## src/rtl/sata_link_arbiter_pkg.sv

```systemverilog
// Shared SATA link-layer definitions: primitive dwords and arbiter state encodings.
package sata_defines;

  localparam logic [31:0] PRIM_SYNC  = 32'hB5B5_957C;
  localparam logic [31:0] PRIM_ALIGN = 32'h7B4A_4ABC;

  localparam logic [2:0] StIdle    = 3'd0;
  localparam logic [2:0] StWrStart = 3'd1;
  localparam logic [2:0] StWrBusy  = 3'd2;
  localparam logic [2:0] StRdStart = 3'd3;
  localparam logic [2:0] StRdBusy  = 3'd4;
  localparam logic [2:0] StEscape  = 3'd5;

  function automatic logic is_grant(logic [2:0] st);
    return (st == StWrStart) || (st == StWrBusy) || (st == StRdStart) || (st == StRdBusy);
  endfunction

endpackage

```

## src/rtl/sata_link_arbiter_if.sv

```systemverilog
// Arbiter-facing bundle: PHY status, sub-layer handshakes and the muxed transmit path.
interface sata_link_arbiter_if;
  logic        phy_ready;
  logic        en;
  logic        is_device;
  logic        write_req;
  logic        detect_x_rdy;
  logic        detect_sync;
  logic        wr_idle;
  logic        rd_idle;
  logic [31:0] wr_tx_dout;
  logic [31:0] rd_tx_dout;
  logic        wr_tx_is_k;
  logic        rd_tx_is_k;
  logic [31:0] tx_dout;
  logic        tx_is_k;
  logic        wr_en;
  logic        rd_en;
  logic        wr_phy_ready;
  logic        rd_phy_ready;
  logic        sync_escape;
  logic        timeout;
  logic [2:0]  arb_state;

  modport master (
    output phy_ready, en, is_device, write_req, detect_x_rdy, detect_sync, wr_idle, rd_idle,
           wr_tx_dout, rd_tx_dout, wr_tx_is_k, rd_tx_is_k,
    input  tx_dout, tx_is_k, wr_en, rd_en, wr_phy_ready, rd_phy_ready, sync_escape, timeout,
           arb_state
  );

  modport slave (
    input  phy_ready, en, is_device, write_req, detect_x_rdy, detect_sync, wr_idle, rd_idle,
           wr_tx_dout, rd_tx_dout, wr_tx_is_k, rd_tx_is_k,
    output tx_dout, tx_is_k, wr_en, rd_en, wr_phy_ready, rd_phy_ready, sync_escape, timeout,
           arb_state
  );
endinterface

```

## src/rtl/sata_align_inserter.sv

```systemverilog
// Counts phy_ready cycles and flags two ALIGN slots after every ALIGN_INTERVAL dwords.
module sata_align_inserter #(
  parameter int unsigned ALIGN_INTERVAL = 256
) (
  input  logic clk_i,
  input  logic rst_ni,
  input  logic phy_ready_i,
  output logic align_slot_o
);

  localparam int unsigned CntW = (ALIGN_INTERVAL > 1) ? $clog2(ALIGN_INTERVAL) : 1;
  localparam logic [CntW-1:0] CntLast = CntW'(ALIGN_INTERVAL - 1);

  logic [CntW-1:0] cnt_q, cnt_d;
  logic [1:0]      slots_q, slots_d;

  // slots_q holds the number of ALIGN slots still owed; a slot is consumed only when phy_ready.
  always_comb begin
    cnt_d   = cnt_q;
    slots_d = slots_q;
    if (phy_ready_i) begin
      if (slots_q != 2'd0) begin
        slots_d = slots_q - 2'd1;
      end else if (cnt_q == CntLast) begin
        cnt_d   = '0;
        slots_d = 2'd2;
      end else begin
        cnt_d = cnt_q + CntW'(1);
      end
    end
  end

  always_ff @(posedge clk_i or negedge rst_ni) begin
    if (!rst_ni) begin
      cnt_q   <= '0;
      slots_q <= 2'd0;
    end else begin
      cnt_q   <= cnt_d;
      slots_q <= slots_d;
    end
  end

  assign align_slot_o = (slots_q != 2'd0);

endmodule

```

## src/rtl/sata_link_arbiter.sv

```systemverilog
// SATA link arbiter: grants the PHY to the write or read link FSM, inserts ALIGNs, watchdogs grants.
module sata_link_arbiter
  import sata_defines::*;
#(
  parameter int unsigned ALIGN_INTERVAL = 256,
  parameter int unsigned TIMEOUT        = 1000
) (
  input logic                clk,
  input logic                rst,
  sata_link_arbiter_if.slave bus
);

  localparam logic [15:0] WdLast = 16'(TIMEOUT - 1);

  logic [2:0]  state_q, state_d;
  logic [15:0] wd_q, wd_d;
  logic        align_slot;
  logic        grant;
  logic        expired;

  sata_align_inserter #(
    .ALIGN_INTERVAL(ALIGN_INTERVAL)
  ) u_align (
    .clk_i       (clk),
    .rst_ni      (rst),
    .phy_ready_i (bus.phy_ready),
    .align_slot_o(align_slot)
  );

  assign grant   = is_grant(state_q);
  assign expired = grant && (wd_q == WdLast);

  always_comb begin
    state_d = state_q;
    case (state_q)
      StIdle: begin
        if (!align_slot && bus.en && bus.phy_ready) begin
          if (bus.is_device) begin
            if (bus.detect_x_rdy)   state_d = StRdStart;
            else if (bus.write_req) state_d = StWrStart;
          end else begin
            if (bus.write_req)         state_d = StWrStart;
            else if (bus.detect_x_rdy) state_d = StRdStart;
          end
        end
      end
      StWrStart: if (!align_slot && !bus.wr_idle) state_d = StWrBusy;
      StWrBusy:  if (!align_slot && bus.wr_idle)  state_d = StIdle;
      StRdStart: if (!align_slot && !bus.rd_idle) state_d = StRdBusy;
      StRdBusy:  if (!align_slot && bus.rd_idle)  state_d = StIdle;
      StEscape: begin
        if (!align_slot && bus.wr_idle && bus.rd_idle && bus.detect_sync) state_d = StIdle;
      end
      default: state_d = StIdle;
    endcase
    // Escapes override the ALIGN hold so an expiring watchdog can never be skipped over.
    if (grant && (!bus.en || expired)) state_d = StEscape;
  end

  assign wd_d = ((state_d != state_q) || !grant) ? 16'd0 : wd_q + 16'd1;

  always_ff @(posedge clk or negedge rst) begin
    if (!rst) begin
      state_q <= StIdle;
      wd_q    <= 16'd0;
    end else begin
      state_q <= state_d;
      wd_q    <= wd_d;
    end
  end

  always_comb begin
    bus.tx_dout = PRIM_SYNC;
    bus.tx_is_k = 1'b1;
    if (align_slot) begin
      bus.tx_dout = PRIM_ALIGN;
    end else begin
      case (state_q)
        StWrStart, StWrBusy: begin
          bus.tx_dout = bus.wr_tx_dout;
          bus.tx_is_k = bus.wr_tx_is_k;
        end
        StRdStart, StRdBusy: begin
          bus.tx_dout = bus.rd_tx_dout;
          bus.tx_is_k = bus.rd_tx_is_k;
        end
        default: ;
      endcase
    end
  end

  assign bus.wr_en        = (state_q == StWrStart) || (state_q == StWrBusy);
  assign bus.rd_en        = (state_q == StRdStart) || (state_q == StRdBusy);
  assign bus.wr_phy_ready = bus.phy_ready && !align_slot;
  assign bus.rd_phy_ready = bus.phy_ready && !align_slot;
  assign bus.sync_escape  = (state_q == StEscape);
  assign bus.timeout      = expired;
  assign bus.arb_state    = state_q;

endmodule
```

## src/flat_wrapper.sv

```systemverilog
// flat-port wrapper written by rule: the top's interface ports become plain ports
module sata_link_arbiter_flat import sata_defines::*;
#(
  parameter int unsigned ALIGN_INTERVAL = 256,
  parameter int unsigned TIMEOUT        = 1000
)
  (clk, rst, bus_phy_ready, bus_en, bus_is_device, bus_write_req, bus_detect_x_rdy, bus_detect_sync, bus_wr_idle, bus_rd_idle, bus_wr_tx_dout, bus_rd_tx_dout, bus_wr_tx_is_k, bus_rd_tx_is_k, bus_tx_dout, bus_tx_is_k, bus_wr_en, bus_rd_en, bus_wr_phy_ready, bus_rd_phy_ready, bus_sync_escape, bus_timeout, bus_arb_state);
  sata_link_arbiter_if bus_i ();
  input logic clk;
  input logic rst;
  input wire logic [$bits(bus_i.phy_ready)-1:0] bus_phy_ready;
  input wire logic [$bits(bus_i.en)-1:0] bus_en;
  input wire logic [$bits(bus_i.is_device)-1:0] bus_is_device;
  input wire logic [$bits(bus_i.write_req)-1:0] bus_write_req;
  input wire logic [$bits(bus_i.detect_x_rdy)-1:0] bus_detect_x_rdy;
  input wire logic [$bits(bus_i.detect_sync)-1:0] bus_detect_sync;
  input wire logic [$bits(bus_i.wr_idle)-1:0] bus_wr_idle;
  input wire logic [$bits(bus_i.rd_idle)-1:0] bus_rd_idle;
  input wire logic [$bits(bus_i.wr_tx_dout)-1:0] bus_wr_tx_dout;
  input wire logic [$bits(bus_i.rd_tx_dout)-1:0] bus_rd_tx_dout;
  input wire logic [$bits(bus_i.wr_tx_is_k)-1:0] bus_wr_tx_is_k;
  input wire logic [$bits(bus_i.rd_tx_is_k)-1:0] bus_rd_tx_is_k;
  output wire logic [$bits(bus_i.tx_dout)-1:0] bus_tx_dout;
  output wire logic [$bits(bus_i.tx_is_k)-1:0] bus_tx_is_k;
  output wire logic [$bits(bus_i.wr_en)-1:0] bus_wr_en;
  output wire logic [$bits(bus_i.rd_en)-1:0] bus_rd_en;
  output wire logic [$bits(bus_i.wr_phy_ready)-1:0] bus_wr_phy_ready;
  output wire logic [$bits(bus_i.rd_phy_ready)-1:0] bus_rd_phy_ready;
  output wire logic [$bits(bus_i.sync_escape)-1:0] bus_sync_escape;
  output wire logic [$bits(bus_i.timeout)-1:0] bus_timeout;
  output wire logic [$bits(bus_i.arb_state)-1:0] bus_arb_state;
  assign bus_i.phy_ready = bus_phy_ready;
  assign bus_i.en = bus_en;
  assign bus_i.is_device = bus_is_device;
  assign bus_i.write_req = bus_write_req;
  assign bus_i.detect_x_rdy = bus_detect_x_rdy;
  assign bus_i.detect_sync = bus_detect_sync;
  assign bus_i.wr_idle = bus_wr_idle;
  assign bus_i.rd_idle = bus_rd_idle;
  assign bus_i.wr_tx_dout = bus_wr_tx_dout;
  assign bus_i.rd_tx_dout = bus_rd_tx_dout;
  assign bus_i.wr_tx_is_k = bus_wr_tx_is_k;
  assign bus_i.rd_tx_is_k = bus_rd_tx_is_k;
  assign bus_tx_dout = bus_i.tx_dout;
  assign bus_tx_is_k = bus_i.tx_is_k;
  assign bus_wr_en = bus_i.wr_en;
  assign bus_rd_en = bus_i.rd_en;
  assign bus_wr_phy_ready = bus_i.wr_phy_ready;
  assign bus_rd_phy_ready = bus_i.rd_phy_ready;
  assign bus_sync_escape = bus_i.sync_escape;
  assign bus_timeout = bus_i.timeout;
  assign bus_arb_state = bus_i.arb_state;
  sata_link_arbiter #(.ALIGN_INTERVAL(ALIGN_INTERVAL), .TIMEOUT(TIMEOUT)) u_core (.clk(clk), .rst(rst), .bus(bus_i));
endmodule
```

## config.mk

```make
export PLATFORM = sky130hd
export DESIGN_NAME = sata_link_arbiter_flat
export DESIGN_NICKNAME = d
export VERILOG_FILES = /design/src/rtl/sata_link_arbiter_pkg.sv /design/src/rtl/sata_link_arbiter_if.sv /design/src/rtl/sata_align_inserter.sv /design/src/rtl/sata_link_arbiter.sv /design/src/flat_wrapper.sv
export SDC_FILE = /design/constraint.sdc
export NUM_CORES = 1
export LEC_CHECK = 0
export BUFFER_PORTS_ARGS = -buffer_cell sky130_fd_sc_hd__buf_2
export CORE_MARGIN = 2
export CORE_UTILIZATION = 30
export CTS_BUF_LIST = sky130_fd_sc_hd__clkbuf_8
export DETAILED_ROUTE_END_ITERATION = 6
export GPL_ROUTABILITY_DRIVEN = 0
export PLACE_DENSITY = 0.58
export SLEW_MARGIN = 25
export SYNTH_ARGS = -nofsm -noshare
export SYNTH_HDL_FRONTEND = slang
export SYNTH_SLANG_ARGS = --single-unit
```

## constraint.sdc

```tcl
create_clock -name clk -period 4 [get_ports clk]
set_clock_uncertainty 0.15 [all_clocks]
set_input_delay 0.8 -clock clk [delete_from_list [all_inputs] [get_ports clk]]
set_output_delay 0.8 -clock clk [all_outputs]
set_load 0.01 [all_outputs]
```

Word level (Yosys, flattened, before mapping) --
Index checks and enable logic that the tools add are counted.
Operators by class: reductions and logical operators 29, add/subtract/negate cells 3, bitwise logic cells 1, eq/ne operators 8, mux-type cells 21
Operator list (count):
- $pmux 32 s2 | 1
- $mux 3 | 12
- $mux 32 | 1
- $pmux 3 s6 | 1
- $add 16x1->16 const B | 1
- $eq 16x10->1 const B | 1
- $mux 16 | 1
- $logic_and 1x1->1 | 11
- $add 8x1->8 const B | 1
- $eq 8x8->1 const B | 1
- $mux 8 | 1
- $eq 3x2->1 const B | 2
- $eq 3x3->1 const B | 2
- $logic_or 1x1->1 | 6
- $logic_not 1->1 | 5
- $mux 2 | 2
- $reduce_and 2->1 | 2
- $reduce_bool 2->1 | 2
- $reduce_or 2->1 | 2
- $eq 3x1->1 const B | 1
- $logic_not 3->1 | 1
- $ne 3x3->1 | 1
- $pmux 1 s2 | 1
- $sub 2x1->2 const B | 1
- other kinds (2) | 2
Storage, ports and cells: bits of input ports 76, bits in registers 29, word-level logic and storage cells 66, output and inout port bits 42

Logic depth before layout (Yosys ltp) --
Gate-level depths: netlist (run 1).
depth after elaboration 11, gate-level depth with buffers 9, depth with buffers taken out 7

By module --
Synthesis (run 1) repeated with hierarchy kept, for this count alone.
Unflattened totals: cells, all modules 303, area total of the unflattened synthesis 2496.1 µm²
Modules (own cells, without submodules):
- sata_link_arbiter | cells each 254, area an instance 1983.2 µm², seq. area each 475.5 µm², instances 1
- sata_align_inserter | cells each 49, area an instance 513.0 µm², seq. area each 250.2 µm², instances 1

Worst setup path after synthesis (run 1) --
Ideal clock, no wire load.
path type register to output, start register u_core.state_q[1] (netlist: u_core.bus.arb_state[1]), end output port bus_tx_dout[11], path buffers 2, data required time 3050 ps, arrival time 1610 ps, setup slack 1440 ps, cell stages (with the launch flop) 7, path through dfrtp_1 -> buf_2 -> nand2b_1 -> a21oi_1 -> clkbuf_1 -> a22oi_1 -> nand2_1
On the way: longest elaborated chain between the ends 4, elaborated cells between the ends (all ways) 8, classes of those cells eq/ne: 4; mux: 2; reduce/logical: 2
Ends and longest elaborated chain:
- start, declared | RTL line sata_link_arbiter.sv:15 | logic [2:0] state_q, state_d;
- start signal, assigned | RTL line sata_link_arbiter.sv:64 | state_q <= StIdle;
- start signal, assigned | RTL line sata_link_arbiter.sv:67 | state_q <= state_d;
- $eq 3x3->1 (tied with other cells) | RTL line sata_link_arbiter.sv:78 | case (state_q)
- $reduce_or 2->1 | RTL line sata_link_arbiter.sv:78
- $pmux 32 s2 * | RTL line sata_link_arbiter.sv:78
- $mux 32 * | RTL line sata_link_arbiter.sv:75 | if (align_slot) begin
- end, declared | RTL line flat_wrapper.sv:23 | output wire logic [$bits(bus_i.tx_dout)-1:0] bus_tx_dout;
Mark *: on every way between the ends. The rest lies on a longest branch, timed or not.

Final worst setup path (run 1) --
start register u_core.state_q[1] (netlist: u_core.bus.arb_state[1]), end output port bus_tx_dout[13]
The elaborated chain is that of the path after synthesis.

==> results.md, run 1 <==
- Met2 wire len: between 3000 and 4000 um
- Type of the worst min-delay path: reg -> reg
- Antenna diodes: 0
- Wl on met1: between 2000 and 3000 um
- Setup crit end: bus_tx_dout[13]
- Outcome: finished, final reports clean
- Post-layout net count: approximately 490
- Die Area: between 0.008 and 0.009 mm2
- Synth Area in XOR/XNOR: 0.0680
- Area share of fa/ha/maj cells after synthesis: 0.0204
- Via count: about 2700
- Post-Synth Simple-Gate Area: 0.233
- Worst path arrival time: 2.56 ns
- Worst-Skew Late Latency: between 0.2 and 0.3 ns
- Area Overhead vs Synth: 30.1%
- I/O pins: roughly 120
- Worst EP required: roughly 3 ns
- Placed Cells: 508
- Design Power: around 1.9 mW
- DIE HEIGHT: around 94 um
- Routed wire length: a little under 7000 um
- Root buffer cell: clkbuf_8
- CTS buffer count: 5
- PwrDens: slightly below 600 mW/mm2
- Num rows: 32
- Non-filler cells, final: approximately 520
- IO Port Bufs: between 100 and 150
- Ys Warns: 0
- Post-synthesis compound-gate area fraction: 0.231
- Gr ovfl total: 0
- Leak: ~1.5 nW
- Crit-path slowest cell: dfrtp_1
- Final setup fails: 0
- Crit path max fanout: 22
- CP max stage delay: 0.76 ns
- Critical path, cell by cell: inv_1 > o21ai_2 > a22oi_1 > nor2b_1 > buf_2
- Die W: 94.3 um
- Buf+Inv Stages, Crit Path: 2
- Worst r2r path cells: 7
- Final Max Slew Viols: 0
- R2r startpoint: u_core.u_align.slots_q[0]
- Final worst path period share: 0.878
- Largest family of logic cells by synthesized area: simple AND/OR/NAND/NOR gates
- Post-layout min period: 3.51 ns
- Worst Setup Path Type: reg -> out
- RSZ-0062 raised after global routing: no
- Startpoint Class: register
- Post-synthesis mux area share: 0.0966
- WP depth: 5
- Cells after synthesis: ~300
- Unique masters post-synth: 47
- Max Clock Freq: between 200 and 300 MHz
- First-pass GRT wire length: about 11000 um
- Most common cell after layout, fill and taps aside: buf_2
- Worst-path clk slew: about 0.07 ns
- Pre-Repair DR Iteration Count: 4
- Initial DRC count: 90
- Initial antenna violation count: 0
- Family with the most delay on the worst path: compound AO/OA/AOI/OAI gates
- Core box area: 0.00781 mm2
- Largest net degree at the start of global routing: 30
- Slew at the pin closest to its max-slew limit: ~0.65 ns
- Slew headroom: 0.569
- Max-cap violations: 0
- Post-route DRC: 0
- Most frequent cells in the layout: buf_2 (117), nand2_1 (38), dfrtp_1 (29), a21oi_1 (24), nor2_1 (22)
- GRT Overall Usage: 0.149
- CP Capture Type: primary output
- Highest routed metal layer: met4
- Critical Path Start: u_core.bus.arb_state[1]
- Post-DR vias/cell: 5.17
- Wirelength per Cell: about 13 um
- Setup TNS: 0 ns
- DRT antenna net count: 0
- Synth Register Bits: 29
- Wire length on met3: approximately 420 um
- Clock sinks: 29
- HPWL after DPL: 5270 um
- Synth Cell Area: 0.00245 mm2
- Setup slack, reg-to-reg: ~1.4 ns
- TritonCTS clock tree: yes
- Net Count, Synth: between 300 and 400
- Register area share after synthesis: 0.297
- Clk buf depth: 2
- H-tree depth: 2
- Peak VDD IR: around 0.26 mV
- Syn_area_per_cell: about 8.0 um2
- Fraction of layout cells with a size suffix above 1: 0.394
- Hold Vio Cnt, Final: 0
- Cts hold-fix bufs: 0
- Worst r2r dst: u_core.wd_q[6]
- Initial core utilization: 0.313
- Vias in the first global route: approximately 2400
kinds of logic (layout without fill, tap and decap cells):
group	after synthesis	count (layout)
simple gates	113	113
mux	22	22
compound gates	90	90
xor+xnor	19	19
buf+inv	28	137
fa+ha+maj	4	4
flops	29	29
cell usage after synthesis (all sizes together):
master	number	area (um2)
clkbuf	10	37.5
nand2b	4	25.0
nor2b	4	25.0
buf	11	70.1
a41o	2	21.3
or2	1	6.26
nand4	8	50.1
and4	1	8.76
dfrtp	29	726
xor2	10	87.6
mux2i	9	90.1
nor2	32	145
and4bb	1	12.5
o22ai	21	145
inv	7	26.3
nor3	2	10.0
a21boi	1	7.51
or3	2	12.5
a311o	1	10.0
or3b	1	8.76
nand3	10	50.1
a211oi	1	7.51
and3	5	36.3
a22oi	13	97.6
nor4	3	31.3
mux2	13	146
a21oi	25	125
o311ai	1	8.76
o2111a	1	12.5
a221oi	1	8.76
xnor2	9	78.8
o21ai	21	105
o221ai	1	8.76
a31oi	1	6.26
and2	1	6.26
nand2	38	143
ha	4	50.1
worst min path at each step:
stage | end | cells after the start | startpoint
global placement | u_core.wd_q[0] | 1 | u_core.wd_q[0]
floorplan | u_core.wd_q[0] | 1 | u_core.wd_q[0]
CTS | u_core.wd_q[0] | 1 | u_core.wd_q[0]
global route | u_core.wd_q[0] | 1 | u_core.wd_q[0]
finish | u_core.wd_q[0] | 1 | u_core.wd_q[0]
detailed placement | u_core.wd_q[0] | 1 | u_core.wd_q[0]
routing by layer:
layer | GRT usage | up-vias
li1 | - | 1325
met1 | 0.174 | 1260
met2 | 0.271 | 75
met3 | 0.0313 | 9
met4 | 0.0471 | 0
met5 | 0 | -
state kept, by name, indices dropped and copies added, names as in the netlist:
register                cells
u_core.u_align.cnt_q        8
u_core.bus.arb_state        3
u_core.wd_q                16
u_core.u_align.slots_q      2
final cells by class:
class / count / area (um2)
Clock inverter: 3 / 17.5
Sequential cell: 29 / 726
Multi-Input combinational cell: 248 / 1600
Fill cell: 847 / 4620
Clock buffer: 5 / 68.8
Inverter: 7 / 26.3
Tap cell: 102 / 128
Timing Repair Buffer: 122 / 623
worst reg2reg max path, stage by stage (launching register included):
cell and delay (ns):
dfrtp_1 0.38, inv_1 0.08, ha_1 0.51, o21ai_0 0.23, o311ai_0 0.32, a21oi_1 0.16
o22ai_4 0.50, nor2_1 0.11
per-stage QoR:
stage | hold WS, ns | worst slack, ns | utilization | cell area, um2
global placement | 0.312 | 0.682 | 0.396 | 3090
CTS | 0.322 | 0.201 | 0.407 | 3180
detailed placement | 0.311 | 0.520 | 0.396 | 3090
global route | 0.340 | 0.292 | 0.408 | 3180
floorplan | 0.289 | 1.44 | - | 2450
finish | 0.318 | 0.487 | 0.408 | 3180
what timing repair did:
action                     in CTS  in global routing
gates resized for setup         0                  1
setup buffers                   0                  0
setup endpoints to repair       0                  2
power by group:
group | switching (mW) | internal (mW)
Combinational | 0.740 | 0.512
Sequential | 0.0627 | 0.341
Clock | 0.114 | 0.120
Power figures use the tool's default switching activity.
==> run 2: changes to the inputs <==
==> constraint.sdc (replaced) <==
create_clock -name clk -period 4 [get_ports clk]
set_clock_uncertainty 0.15 [all_clocks]
set_input_delay 0.2 -clock clk [delete_from_list [all_inputs] [get_ports clk]]
set_output_delay 0.2 -clock clk [all_outputs]
set_load 0.01 [all_outputs]
==> run 2 against run 1 <==
  * Highest routed layer unchanged
  * Non-clock buffer count decreased by 2
  * Clock power about the same
  * Maximum frequency increased by 9.9%
  * Routed wire length decreased by 0.42%
  * Register-to-register slack got worse by 0.06 ns
  * Total power decreased by 1.6%
  * Cell count decreased by 0.39%
  * Largest power group unchanged
  * Sequential power increased by 5.0%
  * Critical endpoint is now bus_tx_dout[1]
  * Via count decreased by 1.2%
  * Largest cell class unchanged
==> results.md, run 2 (synthesized netlist as in run 1, its figures left out) <==
- Outcome: finished, final reports clean
- Register area: around 730 um2
- Clock sinks: 29
- Fraction of layout cells with a size suffix above 1: 0.383
- Final hold slack: between 0.08 and 0.09 ns
- Area Overhead vs Synth: 29.3%
- IO Port Bufs: approximately 120
- Internal power: ~950 uW
- Antenna diodes: 0
- Initial core utilization: 0.313
- Post-route DRC: 0
- Top reg by flops: u_core.wd_q
- HPWL after DPL: around 5300 um
- TritonCTS clock tree: yes
- Num rows: 32
- Most common cell after layout, fill and taps aside: buf_2
- Slew headroom: 0.337
- Hold path start: bus_detect_x_rdy
- Via count: 2636
- Final setup fails: 0
- Worst-Skew Late Latency: about 0.28 ns
- Peak VDD IR: around 0.25 mV
- Routed wire length: roughly 7000 um
- Buf+Inv Stages, Crit Path: 1
- Largest net degree at the start of global routing: 30
- Max-cap violations: 0
- Family with the most delay on the worst path: compound AO/OA/AOI/OAI gates
- CTS buffer count: 5
- Most frequent cells in the layout: buf_2 (117), nand2_1 (38), dfrtp_1 (29), a21oi_1 (24), nor2_1 (22)
- Wire length on met3: 459 um
- GRT Overall Usage: 0.148
- Vias in the first global route: about 2400
- I/O pins: approximately 120
- Worst-path clk slew: 0.06 ns
- Worst path arrival time: ~2.9 ns
- Wl on met1: 2930 um
- Psw: around 910 uW
- Gr ovfl total: 0
- DIE HEIGHT: roughly 94 um
- Leak: about 1.5 nW
- Final worst path period share: 0.799
- Post-layout min period: 3.20 ns
- Crit-path slowest cell: o21ai_1
- Critical Path Start: u_core.bus.arb_state[1]
- Highest routed metal layer: met4
- Design Power: roughly 1.9 mW
- Core box area: between 0.007 and 0.008 mm2
- Wirelength per Cell: roughly 13 um
- Root buffer cell: clkbuf_8
- Initial antenna violation count: 0
- Clk buf depth: 2
- Final Util: 0.405
- First-pass GRT wire length: about 11000 um
- CP max stage delay: just over 0.7 ns
- Sw Ratio: 0.488
- Area of the multi-input gates: 0.00159 mm2
- CP Capture Type: primary output
- Slew at the pin closest to its max-slew limit: between 0.9 and 1 ns
- FILL cells: approximately 820
- Max Clock Freq: ~310 MHz
- Critical path, cell by cell: nor2_1 > nand2_1 > o21ai_1 > a22oi_1 > nor2b_1 > buf_2
- Clk pwr share: 0.124
- Worst Setup Path Type: reg -> out
- Post-DR vias/cell: between 5 and 6
- H-tree depth: 2
- DRT antenna net count: 0
- Crit path max fanout: 22
- Share of power burned in registers: 0.228
- R2r startpoint: u_core.u_align.slots_q[0]
- Die Area: 0.00890 mm2
- Pre-Repair DR Iteration Count: 4
- Type of the worst min-delay path: in -> reg
- Comb pwr share: 0.648
- Met2 wire len: 3430 um
- Hold Vio Cnt, Final: 0
- RSZ-0062 raised after global routing: no
- Max reg flops: 16
- Post-layout net count: 491
- Worst EP required: 3.65 ns
- Final WS setup: approximately 0.8 ns
- PwrDens: between 500 and 600 mW/mm2
- Post-place setup slack: 0.900 ns
- Final Max Slew Viols: 0
- Die W: 94.3 um
- Startpoint Class: register
- Initial DRC count: around 130
- Setup TNS: 0 ns
run 2: cell types whose count changed in the layout (fill, tap and decap cells not counted):
cell	delta
dlygate4sd3_1	+1
o21ai_2	-1
clkinvlp_4	-1
inv_1	+1
buf_4	-3
o21ai_1	+1
run 2: power groups by stage:
stage,clock network (mW),logic (mW),registers (mW)
floorplan,0,0.914,0.386
finish,0.231,1.20,0.424
detailed placement,0,1.22,0.429
global placement,0,1.20,0.427
CTS,0.238,1.22,0.423
global route,0.254,1.34,0.437
run 2: final cells by class:
class / count / area share
multi-input cells: 248 / 0.503
flip-flops and latches: 29 / 0.229
repair buffers: 120 / 0.193
well taps: 102 / 0.0403
clock buffers: 5 / 0.0217
inverters: 7 / 0.00830
clock inverters: 3 / 0.00435
run 2: final timing paths:
check	end	slack, ns	cells past startpoint
min	u_core.bus.arb_state[1]	0.09	3
max	bus_tx_dout[1]	0.80	6
max in group asynchronous	u_core.bus.arb_state[0]	2.94	2
min reg2reg	u_core.wd_q[0]	0.32	1
min in group asynchronous	u_core.wd_q[2]	0.33	2
max reg2reg	u_core.wd_q[15]	1.36	7
run 2: metal layers:
layer,up-vias,global-route usage
met3,9,0.0297
li1,1315,-
met1,1225,0.176
met5,-,0
met4,0,0.0459
met2,87,0.265
run 2: metrics by stage:
stage / cell area, um2 / std cells
after floorplan: 2450 / 305
after global placement: 3070 / 505
after detailed placement: 3070 / 505
after CTS: 3160 / 514
after global routing: 3160 / 514
final: 3160 / 514
run 2: worst register-to-register path: stages, from the launching register on:
cell and delay (ns):
dfrtp_1 0.38, inv_1 0.08, ha_1 0.52, o21ai_0 0.22
o311ai_0 0.35, a21oi_1 0.17, o22ai_4 0.53, nor2_1 0.11
run 2: timing repair:
item                      CTS  global route
hold buffers                1             0
hold endpoints to repair   29             0
setup buffers               0             0
gates resized for setup     0             0
==> run 3: changes to the inputs <==
--- a/config.mk
+++ b/config.mk
@@ -5,13 +5,14 @@
 export SDC_FILE = /design/constraint.sdc
 export NUM_CORES = 1
 export LEC_CHECK = 0
+export ABC_AREA = 1
 export BUFFER_PORTS_ARGS = -buffer_cell sky130_fd_sc_hd__buf_2
 export CORE_MARGIN = 2
 export CORE_UTILIZATION = 30
 export CTS_BUF_LIST = sky130_fd_sc_hd__clkbuf_8
 export DETAILED_ROUTE_END_ITERATION = 6
 export GPL_ROUTABILITY_DRIVEN = 0
-export PLACE_DENSITY = 0.58
+export PLACE_DENSITY = 0.61
 export SLEW_MARGIN = 25
 export SYNTH_ARGS = -nofsm -noshare
 export SYNTH_HDL_FRONTEND = slang
==> constraint.sdc (replaced) <==
create_clock -name clk -period 2.6 [get_ports clk]
set_clock_uncertainty 0.15 [all_clocks]
set_input_delay 0.13 -clock clk [delete_from_list [all_inputs] [get_ports clk]]
set_output_delay 0.13 -clock clk [all_outputs]
set_load 0.01 [all_outputs]
==> run 3 against run 2 <==
  * Register-to-register slack got worse by 0.89 ns
  * Setup slack got worse by 0.51 ns
  * Cell count increased by 10%
==> results.md, run 3 <==
- Outcome: finished, final reports clean
- Max-cap violations: 0
- Wirelength per Cell: between 10 and 15 um
- Share of the synthesized area in the top cell type: 0.314
- Type of the worst min-delay path: in -> reg
- Placed Cells: 557
- CP Capture Type: primary output
- Routed wire length: roughly 6000 um
- Worst path arrival time: slightly above 2 ns
- Setup slack, reg-to-reg: between 0.4 and 0.5 ns
- Count leader, synth: nand2_1
- Post-DR vias/cell: around 4.4
- Final worst path period share: 0.886
- Post-layout net count: 543
- Final hold slack: 0.0504 ns
- Slew headroom: 0.553
- Synth Cell Area: about 0.0023 mm2
- CP max stage delay: 0.36 ns
- Die W: 91.8 um
- Peak VDD IR: around 0.79 mV
- Post-synthesis async set-or-reset flop share: 1.00
- Area Overhead vs Synth: 34.8%
- Setup TNS: 0 ns
- Final Max Slew Viols: 0
- Crit path max fanout: 14
- Critical path, cell by cell: inv_1 > ha_1 > inv_1 > nor2_2 > nand3_1 > buf_2
- Most frequent CP cell: inv_1
- FILL cells: slightly above 800
- First-pass GRT wire length: slightly above 10000 um
- Synth Register Bits: 29
- Ys Warns: 0
- Post-synth EDFFs: 0
- Initial antenna violation count: 0
- Prevailing post-synth register cell: dfrtp_1
- Synth area leaders: dfrtp_1 (31%), nand2_1 (19%), nand3_1 (7.4%)
- Syn_area_per_cell: around 6.7 um2
- Num rows: 32
- Final setup fails: 0
- H-tree depth: 2
- Pre-Repair DR Iteration Count: 4
- Worst Setup Path Type: reg -> out
- Max Clock Freq: between 400 and 500 MHz
- Root buffer cell: clkbuf_8
- Fraction of layout cells with a size suffix above 1: 0.341
- Leak: ~1.7 nW
- Cells after synthesis: approximately 350
- Most frequent cells in the layout: buf_2 (117), nand2_1 (115), inv_1 (40), nor2_1 (37), nand3_1 (34)
- I/O pins: 118
- Startpoint Class: register
- Core box area: between 0.007 and 0.008 mm2
- Via count: between 2000 and 2500
- IO Port Bufs: between 100 and 150
- Most common cell after layout, fill and taps aside: buf_2
- Slew at the pin closest to its max-slew limit: between 0.6 and 0.7 ns
- Hold Vio Cnt, Final: 0
- Non-filler cells, final: ~570
- Initial DRC count: 126
- Worst-path clk slew: roughly 0.060 ns
- Crit-path slowest cell: dfrtp_1
- PwrDens: 1100 mW/mm2
- DIE HEIGHT: 91.8 um
- Register area share after synthesis: 0.314
- Vias in the first global route: 2392
- GRT Overall Usage: 0.147
- Post-synth top cells: nand2_1 (115), inv_1 (40), nor2_1 (38)
- TritonCTS clock tree: yes
- Clk buf depth: 2
- Largest area contributor in the netlist: dfrtp_1
- Net Count, Synth: 427
- Post-layout min period: ~2.3 ns
- HPWL after DPL: around 4700 um
- Die Area: around 0.0084 mm2
- Largest net degree at the start of global routing: 35
- Worst EP required: 2.32 ns
- Initial core utilization: 0.304
- Gr ovfl total: 0
- RSZ-0062 raised after global routing: no
- Clock sinks: 29
- Antenna diodes: 0
- DRT antenna net count: 0
- Worst-Skew Late Latency: about 0.28 ns
- Top reg by flops: u_core.wd_q
- Max reg flops: 16
- CTS buffer count: 5
- Post-route DRC: 0
- Unique masters post-synth: 28
run 3: cell count changes in the layout (fill, tap and decap cells not counted), moves of 7 or more:
cell and delta:
a221o_1 +10, mux2i_1 -9, nand3_1 +24, nand2_1 +77
inv_1 +33, a22oi_1 -13, nor2_2 -7, o21ai_0 -16
a21oi_1 -19, nor2_1 +15, o22ai_1 -20, mux2_2 -13
nor2_4 +10
run 3: layer usage:
layer	part of all wire	vias up	global-route usage
met5	0	-	0
met2	0.47	54	0.234
met4	0.017	0	0.0423
met3	0.036	11	0.0263
li1	-	1313	-
met1	0.48	1095	0.204
run 3: layout make-up:
cell class,count,area [um2],area share
timing repair buffer,121,631,0.202
multi-input combinational,260,1360,0.436
tap,102,128,0.0409
clock buffer,7,96.3,0.0309
inverter,46,173,0.0554
sequential,29,726,0.233
clock inverter,1,5.00,0.00160
run 3: where the power goes:
part / switching, mW / total, mW / internal (mW)
Combinational: 1.52 / 2.40 / 0.876
Clock: 0.176 / 0.414 / 0.239
Sequential: 0.0916 / 0.630 / 0.538
run 3: critical path: cells and delay by family (launching register included):
kind,cells,cell delay [ns]
flops,1,0.36
fa+ha+maj,1,0.36
buf+inv,3,0.56
simple gates,2,0.47
run 3: kinds of logic after synthesis:
kind of cell | Yosys count | synth area share
simple gates | 220 | 0.438
buf+inv | 58 | 0.0995
flops | 29 | 0.314
fa+ha+maj | 4 | 0.0216
compound gates | 20 | 0.0665
xor+xnor | 16 | 0.0605
run 3: repair_timing:
item,in CTS,in global routing
resized for setup,0,1
setup buffers,0,0
endpoints found under the setup margin,0,8
hold buffers,1,0
hold endpoints to repair,29,0
run 3: worst paths after layout:
check                                                  to  cells past startpoint                       from
max in group asynchronous       u_core.u_align.slots_q[0]                      2                        rst
worst max-delay path                       bus_tx_dout[4]                      6  u_core.u_align.slots_q[0]
worst min-delay path            u_core.u_align.slots_q[0]                      3              bus_phy_ready
worst max register to register            u_core.wd_q[15]                     13  u_core.u_align.slots_q[0]
min in group asynchronous         u_core.bus.arb_state[2]                      2                        rst
worst min register to register    u_core.u_align.cnt_q[4]                      1    u_core.u_align.cnt_q[4]
run 3: metrics by stage:
step           power, mW   util  area (um2)  worst slack [ns]
5_1_grt             3.78  0.410        3120            0.0613
3_5_place_dp        3.05  0.395        3010             0.436
3_3_place_gp        3.02  0.395        3010             0.521
4_1_cts             3.48  0.410        3120             0.134
2_1_floorplan       2.31      -        2310             0.638
6_report            3.44  0.410        3120             0.296
